## src/rtl/activation_unit_if.sv

```systemverilog
// activation_unit_if
//   Control/status bundle for the activation stage.
//   in_start  : start request (sampled by the stage only while idle)
//   in_mode   : 0 pass, 1 ReLU, 2 leaky ReLU, 3 clamped ReLU
//   in_shift  : leaky right-shift amount
//   in_clamp  : clamp ceiling (non-negative)
//   out_busy  : run in progress
//   out_done  : one-cycle completion pulse
//   master drives the requests, slave (the stage) drives busy/done.
interface activation_unit_if #(
  parameter int DATA_WIDTH = 32
);
  logic                  in_start;
  logic [1:0]            in_mode;
  logic [4:0]            in_shift;
  logic [DATA_WIDTH-1:0] in_clamp;
  logic                  out_busy;
  logic                  out_done;

  modport master (
    output in_start, in_mode, in_shift, in_clamp,
    input  out_busy, out_done
  );

  modport slave (
    input  in_start, in_mode, in_shift, in_clamp,
    output out_busy, out_done
  );
endinterface

```

## src/rtl/activation_unit.sv

```systemverilog
// activation_unit
//   Sweeps a source buffer once per start, applies the selected activation
//   function to every signed word and writes the result to the destination
//   buffer at the same address, then pulses done.
//   Ports:
//     clk, rst     : clock, asynchronous active-high reset
//     axisif       : control/status bundle (start, mode, shift, clamp, busy, done)
//     out_adrIn    : source read address
//     in_dataIn    : source read data, valid RD_LAT cycles after the address
//     out_adrOut   : destination write address (equals source address)
//     out_dataOut  : destination write data
//     out_wr       : destination write strobe
//   The interface instance must use the same DATA_WIDTH as this module.
module activation_unit #(
  parameter int DATA_WIDTH = 32,
  parameter int DATA_NUM   = 16,
  parameter int ADR_WIDTH  = 4,
  parameter int RD_LAT     = 0
) (
  input  logic                  clk,
  input  logic                  rst,
  activation_unit_if.slave      axisif,
  output logic [ADR_WIDTH-1:0]  out_adrIn,
  input  logic [DATA_WIDTH-1:0] in_dataIn,
  output logic [ADR_WIDTH-1:0]  out_adrOut,
  output logic [DATA_WIDTH-1:0] out_dataOut,
  output logic                  out_wr
);

  localparam logic [ADR_WIDTH-1:0] LAST_ADR = ADR_WIDTH'(DATA_NUM - 1);

  typedef enum logic [1:0] {
    S_IDLE,
    S_RUN,
    S_DRAIN,
    S_DONE
  } state_t;

  state_t state_q, state_d;
  logic   start_acc;

  logic [1:0]            mode_q;
  logic [4:0]            shift_q;
  logic [DATA_WIDTH-1:0] clamp_q;
  logic [ADR_WIDTH-1:0]  adr_in_q;
  logic [ADR_WIDTH-1:0]  adr_out_q;
  logic [DATA_WIDTH-1:0] data_out_q;
  logic                  wr_q;

  logic                  issue_vld;
  logic                  tap_vld;
  logic [ADR_WIDTH-1:0]  tap_adr;
  logic [DATA_WIDTH-1:0] act;

  // ---------------------------------------------------------------- FSM
  always_ff @(posedge clk or posedge rst) begin
    if (rst) state_q <= S_IDLE;
    else     state_q <= state_d;
  end

  always_comb begin
    state_d   = state_q;
    start_acc = 1'b0;
    case (state_q)
      S_IDLE: begin
        if (axisif.in_start) begin
          state_d   = S_RUN;
          start_acc = 1'b1;
        end
      end
      S_RUN: begin
        if (adr_in_q == LAST_ADR) state_d = S_DRAIN;
      end
      S_DRAIN: begin
        // Only one write per run carries the last address, so it marks the end.
        if (wr_q && (adr_out_q == LAST_ADR)) state_d = S_DONE;
      end
      S_DONE: begin
        state_d = S_IDLE;
      end
      default: state_d = S_IDLE;
    endcase
  end

  assign axisif.out_busy = (state_q == S_RUN) || (state_q == S_DRAIN);
  assign axisif.out_done = (state_q == S_DONE);
  assign issue_vld       = (state_q == S_RUN);

  // ------------------------------------------------- address + run config
  always_ff @(posedge clk or posedge rst) begin
    if (rst) begin
      adr_in_q <= '0;
      mode_q   <= '0;
      shift_q  <= '0;
      clamp_q  <= '0;
    end else if (start_acc) begin
      adr_in_q <= '0;
      mode_q   <= axisif.in_mode;
      shift_q  <= axisif.in_shift;
      clamp_q  <= axisif.in_clamp;
    end else if ((state_q == S_RUN) && (adr_in_q != LAST_ADR)) begin
      adr_in_q <= adr_in_q + ADR_WIDTH'(1);
    end
  end

  // ---------------------------------------- read-latency alignment pipe
  // Carries {valid, address} alongside the memory's read latency so the
  // write address always matches the data that arrives.
  generate
    if (RD_LAT == 0) begin : g_nolat
      assign tap_vld = issue_vld;
      assign tap_adr = adr_in_q;
    end else begin : g_lat
      logic                 vld_q [RD_LAT];
      logic [ADR_WIDTH-1:0] padr_q[RD_LAT];
      for (genvar gi = 0; gi < RD_LAT; gi++) begin : g_stage
        if (gi == 0) begin : g_first
          always_ff @(posedge clk or posedge rst) begin
            if (rst) begin
              vld_q[gi]  <= 1'b0;
              padr_q[gi] <= '0;
            end else begin
              vld_q[gi]  <= issue_vld;
              padr_q[gi] <= adr_in_q;
            end
          end
        end else begin : g_next
          always_ff @(posedge clk or posedge rst) begin
            if (rst) begin
              vld_q[gi]  <= 1'b0;
              padr_q[gi] <= '0;
            end else begin
              vld_q[gi]  <= vld_q[gi-1];
              padr_q[gi] <= padr_q[gi-1];
            end
          end
        end
      end
      assign tap_vld = vld_q[RD_LAT-1];
      assign tap_adr = padr_q[RD_LAT-1];
    end
  endgenerate

  // ------------------------------------------------ activation function
  always_comb begin
    logic signed [DATA_WIDTH-1:0] x;
    x   = $signed(in_dataIn);
    act = x;
    case (mode_q)
      2'd0: act = x;
      2'd1: act = x[DATA_WIDTH-1] ? '0 : x;
      // >>> on a signed operand floors toward -inf and saturates to -1
      // once the shift reaches the word width.
      2'd2: act = x[DATA_WIDTH-1] ? DATA_WIDTH'(x >>> shift_q) : x;
      2'd3: begin
        // x is known non-negative here, so an unsigned compare is exact.
        if (x[DATA_WIDTH-1])        act = '0;
        else if ($unsigned(x) > clamp_q) act = clamp_q;
        else                        act = x;
      end
      default: act = x;
    endcase
  end

  // ------------------------------------------------- registered write port
  always_ff @(posedge clk or posedge rst) begin
    if (rst) begin
      wr_q       <= 1'b0;
      adr_out_q  <= '0;
      data_out_q <= '0;
    end else begin
      wr_q <= tap_vld;
      if (tap_vld) begin
        adr_out_q  <= tap_adr;
        data_out_q <= act;
      end
    end
  end

  assign out_adrIn   = adr_in_q;
  assign out_adrOut  = adr_out_q;
  assign out_dataOut = data_out_q;
  assign out_wr      = wr_q;

endmodule

```

## src/flat_wrapper.sv

```systemverilog
// flat-port wrapper written by rule: the top's interface ports become plain ports
module activation_unit_flat 
#(
  parameter int DATA_WIDTH = 32,
  parameter int DATA_NUM   = 16,
  parameter int ADR_WIDTH  = 4,
  parameter int RD_LAT     = 0
)
  (clk, rst, out_adrIn, in_dataIn, out_adrOut, out_dataOut, out_wr, axisif_in_start, axisif_in_mode, axisif_in_shift, axisif_in_clamp, axisif_out_busy, axisif_out_done);
  activation_unit_if #(.DATA_WIDTH(DATA_WIDTH)) axisif_i ();
  input  logic clk;
  input  logic rst;
  output logic [ADR_WIDTH-1:0] out_adrIn;
  input  logic [DATA_WIDTH-1:0] in_dataIn;
  output logic [ADR_WIDTH-1:0] out_adrOut;
  output logic [DATA_WIDTH-1:0] out_dataOut;
  output logic out_wr;
  input wire logic [$bits(axisif_i.in_start)-1:0] axisif_in_start;
  input wire logic [$bits(axisif_i.in_mode)-1:0] axisif_in_mode;
  input wire logic [$bits(axisif_i.in_shift)-1:0] axisif_in_shift;
  input wire logic [$bits(axisif_i.in_clamp)-1:0] axisif_in_clamp;
  output wire logic [$bits(axisif_i.out_busy)-1:0] axisif_out_busy;
  output wire logic [$bits(axisif_i.out_done)-1:0] axisif_out_done;
  assign axisif_i.in_start = axisif_in_start;
  assign axisif_i.in_mode = axisif_in_mode;
  assign axisif_i.in_shift = axisif_in_shift;
  assign axisif_i.in_clamp = axisif_in_clamp;
  assign axisif_out_busy = axisif_i.out_busy;
  assign axisif_out_done = axisif_i.out_done;
  activation_unit #(.DATA_WIDTH(DATA_WIDTH), .DATA_NUM(DATA_NUM), .ADR_WIDTH(ADR_WIDTH), .RD_LAT(RD_LAT)) u_core (.clk(clk), .rst(rst), .axisif(axisif_i), .out_adrIn(out_adrIn), .in_dataIn(in_dataIn), .out_adrOut(out_adrOut), .out_dataOut(out_dataOut), .out_wr(out_wr));
endmodule
```

## config.mk

```make
export PLATFORM = sky130hd
export DESIGN_NAME = activation_unit_flat
export DESIGN_NICKNAME = d
export VERILOG_FILES = /design/src/rtl/activation_unit_if.sv /design/src/rtl/activation_unit.sv /design/src/flat_wrapper.sv
export SDC_FILE = /design/constraint.sdc
export NUM_CORES = 1
export LEC_CHECK = 0
export BUFFER_PORTS_ARGS = -buffer_cell sky130_fd_sc_hd__buf_4
export CORE_UTILIZATION = 55
export CTS_CLUSTER_DIAMETER = 150
export CTS_CLUSTER_SIZE = 10
export DETAILED_ROUTE_END_ITERATION = 16
export PLACE_DENSITY = 0.78
export SYNTH_ARGS = -nofsm -noshare
export SYNTH_HDL_FRONTEND = slang
export SYNTH_SLANG_ARGS = --single-unit
```

## constraint.sdc

```tcl
create_clock -name clk -period 5.4 [get_ports clk]
set_input_delay 0.27 -clock clk [delete_from_list [all_inputs] [get_ports clk]]
set_output_delay 0.27 -clock clk [all_outputs]
set_load 0.02 [all_outputs]
```

After elaboration in Yosys (flattened, before gate mapping)

Index checks and enable logic that the tools add are counted.

Output and inout port bits: 43
Register bits: 82
Word-level logic and storage cells: 43
Input port bits: 74

Magnitude comparators: 1
Reductions and logical operators: 7
Mux-type cells: 13
Add/sub/neg operators: 1
Shifts and indexed selects: 1
Equal/unequal tests: 12

Operators with widths:

| kind                | count |
|---|---|
| $pmux 32 s4         | 1 |
| $mux 32             | 3 |
| $gt 32x32->1        | 1 |
| $sshr 32x5->32      | 1 |
| $mux 31             | 1 |
| $eq 2x2->1 const B  | 4 |
| $eq 4x4->1 const B  | 2 |
| $mux 4              | 2 |
| $pmux 2 s4          | 1 |
| $mux 2              | 3 |
| $add 4x1->4 const B | 1 |
| $eq 2x1->1 const B  | 2 |
| $logic_not 2->1     | 2 |
| $ne 2x2->1 const B  | 2 |
| $ne 4x4->1 const B  | 1 |
| $reduce_and 3->1    | 1 |
| $logic_and 1x1->1   | 2 |
| $mux 1              | 2 |
| $ne 2x1->1 const B  | 1 |
| $reduce_bool 2->1   | 1 |
| $logic_or 1x1->1    | 1 |

Longest topological paths before layout

Word-level depth: 4
Mapped depth: 11
Mapped depth without buffers: 9

Worst setup path after synthesis

Ideal clock, no wire load.

Kind: reg2reg
Start point: register u_core.clamp_q[27]
End point: register u_core.data_out_q[16], in the netlist u_core.out_dataOut[16]
Arrival time: 2246 ps
Setup time: 133 ps
Clock period less this slack: 2379 ps
Stages on the path, launching flop included: 11
Path buffers: 1
Path slack: 3021 ps
Required time: 5267 ps
Cell sequence: dfrtp_1 -> inv_1 -> ha_1 -> nand4_1 -> nor4_4 -> nand3_2 -> o21ai_2 -> a21oi_4 -> buf_2 -> a221oi_1 -> o22ai_1

Cells in the longest elaborated chain, start to end: 4

RTL lines:

| what                   | RTL line               | text |
|---|---|---|
| from (decl)            | activation_unit.sv:44  | `logic [DATA_WIDTH-1:0] clamp_q;` |
| from (signal assigned) | activation_unit.sv:100 | `clamp_q <= axisif.in_clamp;` |
| $gt 32x32->1           | activation_unit.sv:158 | `else if ($unsigned(x) > clamp_q) act = clamp_q;` |
| $mux 32                | activation_unit.sv:158 |  |
| $mux 32                | activation_unit.sv:157 | `if (x[DATA_WIDTH-1]) act = '0;` |
| $pmux 32 s4            | activation_unit.sv:149 | `case (mode_q)` |
| to (signal assigned)   | activation_unit.sv:175 | `data_out_q <= act;` |
| to (decl)              | activation_unit.sv:47  | `logic [DATA_WIDTH-1:0] data_out_q;` |

Every way passes these cells.
A chain may end at the register's enable or synchronous reset.

Worst setup path after layout

Start point: register u_core.clamp_q[7]
End point: register u_core.data_out_q[26], in the netlist u_core.out_dataOut[26]

The elaborated chain is that of the path after synthesis.

==> impl_metrics.toml <==
[logic_synthesis]
async_flop_share_pct = 100
synth_top_cells_by_count = "nand2_1, o21ai_0, dfrtp_1"
syn_nets = 948
synth_edf_count = 0
netlist_top_cells_area = "dfrtp_1, mux4_2, ha_1"
synth_top_cell_by_area = "dfrtp_1"
synth_top_area_share_pct = 28.4
yosysMostFrequentCell = "nand2_1"
yosysWarnings = 0
ys_seq_area_share_pct = 28.4
ys_ff_latch = 82
synth_ff_type = "dfrtp_1"
synth_cells = 836
synth_cell_types = 79
synthesis.area_um2 = 7220
syn_avg_cell_area_um2 = 8.64

[power]
p_switching_mw = 2.42
power_frac_comb_pct = 61.3
switching_share_pct = 48.7
internal_power_mw = 2.55
seq_power_share_pct = 25.1
power.density_nw_per_um2 = 596
leakagePower_nw = 3.50
irDropWorstVdd_mv = 0.377
clock_power_share_pct = 13.6

[critical_path]
arrival_ps = 3530
path_max_fanout = 29
cp_data_required_time_ps = 5620
crit_path_start_kind = "register"
path_cells = "inv_1 > ha_1 > a21oi_1 > o21ai_0 > a221o_1 > o31ai_4 > a21oi_4 > a211oi_1 > o22ai_1"
slowest_delay_ps = 950
worstSetupPathType = "register to register"
ff2ff_setup_slack_ps = 2090
critPathCaptureType = "register"
cp_slowest_cell = "o31ai_4"

[clocking]
cts_buffers = 9
clkTransAtPathRegs_ps = 70
post-cts-setup-buffers = 0
clock_path_buffers = 2
cts.sinks = 82
root_buffer = "clkbuf_16"
tritoncts = "yes"
insertion_delay_ps = 350
hold_buffers = 0
cts_resized = 0
htree_levels = 3

[global_routing]
grt_first_pass_wirelength_um = 36600
grtUsageTotal_pct = 36.0
grt_max_degree = 83
antenna_found_initial = 0
grt_pass1_vias = 6749
grt-ovfl-total = 0

[place]
place_area_um2 = 8000
gp_congestion = 0.962
dp_hpwl_um = 17200
numPortBuffers = 116

[worst_hold_path]
hp-class = "input pin to register"

[sta]
finClkSkew_ps = 5.42
final.setup.tns_ps = 0
setup_viol = 0
rsz0062_at_grt = "no"
period_share_pct = 61.4
max_freq_ghz = 0.302
slew_headroom_pct = 20.8
final-hold-violation-count = 0
hold_slack_ps = 118
worstMarginPinSlew_ps = 1190
drv_slew = 0
layout_min_cycle_time_ps = 3310

[floorplanning]
die_w_um = 117
dieArea_um2 = 13600
die_height_um = 117
initial_core_util_pct = 56.8
rows = 41
ios = 117
fp.coreArea_um2 = 12700

[finish]
drive_gt1_share_pct = 23.7
antenna-diode-count = 0
nets = 1014
fin_area_um2 = 8320
area_growth_pct = 15.2

[route]
wl_per_cell_um = 21.9
vias = 7257
first_pass_iters = 6
drtIter0Drc = 936
drc = 0
totalWireLength_um = 23600
viasPerCell = 6.73
drtAntennaViolNets = 0

[flow_run]
drv_cap = 0

[status]
status = "completed"
==> worst max-delay path: cells and delay by family (launching register included) <==
kind	cells	cell delay (ps)
adders and majority gates	1	280
DFF	1	360
buffers and inverters	1	100
AOI/OAI and AO/OA	7	2440
==> metal layers <==
metal / vias to the layer above / wire [um] / GRT usage [%]
met5: - / 0 / 0
met4: 0 / 719 / 12.2
met3: 71 / 2690 / 9.76
met2: 475 / 10800 / 56.0
met1: 3426 / 9410 / 48.4
li1: 3285 / - / -
==> flip-flops by register name, indices dropped and copies added, names as in the netlist <==
signal,cells
u_core.out_adrOut,4
u_core.clamp_q,32
u_core.out_dataOut,32
u_core.mode_q,2
u_core.shift_q,5
u_core.out_adrIn,4
u_core.state_q,2
u_core.out_wr,1
==> power groups by stage <==
stage / combinational, mW / clock (mW) / sequential (mW)
after global placement: 2.93 / 0 / 1.24
after CTS: 2.99 / 0.676 / 1.24
after floorplan: 2.18 / 0 / 1.21
after global routing: 3.31 / 0.699 / 1.28
after detailed placement: 2.98 / 0 / 1.24
final: 3.04 / 0.676 / 1.24
==> worst paths after layout <==
path	end	depth (start not counted)	startpoint
min in group asynchronous	u_core.out_adrIn[0]	3	rst
min reg2reg	u_core.out_dataOut[24]	2	u_core.out_dataOut[24]
min	u_core.clamp_q[21]	3	axisif_in_clamp[21]
max reg2reg	u_core.out_dataOut[26]	9	u_core.clamp_q[7]
max	u_core.out_dataOut[26]	9	u_core.clamp_q[7]
max in group asynchronous	u_core.shift_q[1]	3	rst
==> per-stage QoR <==
stage | util, % | instances | power (mW) | setup slack (ps)
6_report | 65.4 | 1079 | 4.96 | 2090
5_1_grt | 65.4 | 1079 | 5.29 | 1880
4_1_cts | 65.4 | 1079 | 4.90 | 2190
3_5_place_dp | 62.9 | 1063 | 4.22 | 2120
3_3_place_gp | 62.9 | 1063 | 4.17 | 2240
2_1_floorplan | - | 836 | 3.39 | 3020
==> final cells by class <==
type / instances / area (um^2)
Clock buffer: 10 / 229
Clock inverter: 6 / 91.3
Fill cell: 1131 / 4400
Inverter: 43 / 163
Multi-Input combinational cell: 643 / 4650
Sequential cell: 82 / 2050
Tap cell: 172 / 215
Timing Repair Buffer: 123 / 923
==> kinds of logic after synthesis <==
family	Yosys count	synth area share (%)
mux	74	15.0
simple gates	203	13.6
xor+xnor	1	0.121
flops	82	28.4
fa+ha+maj	38	6.58
compound gates	327	28.9
buf+inv	111	7.42
==> placed cells by master, fill, tap and decap left out, drive strengths merged, types with 15 or more instances in the layout <==
| cell type | count |
|---|---|
| mux2 | 23 |
| buf | 123 |
| nor2 | 39 |
| a211oi | 28 |
| nand3 | 16 |
| mux2i | 26 |
| mux4 | 25 |
| inv | 40 |
| a21oi | 81 |
| and3 | 15 |
| ha | 38 |
| o21ai | 98 |
| dfrtp | 82 |
| o22ai | 33 |
| nand2 | 96 |
Note: power is estimated with default switching activity, not from simulation.
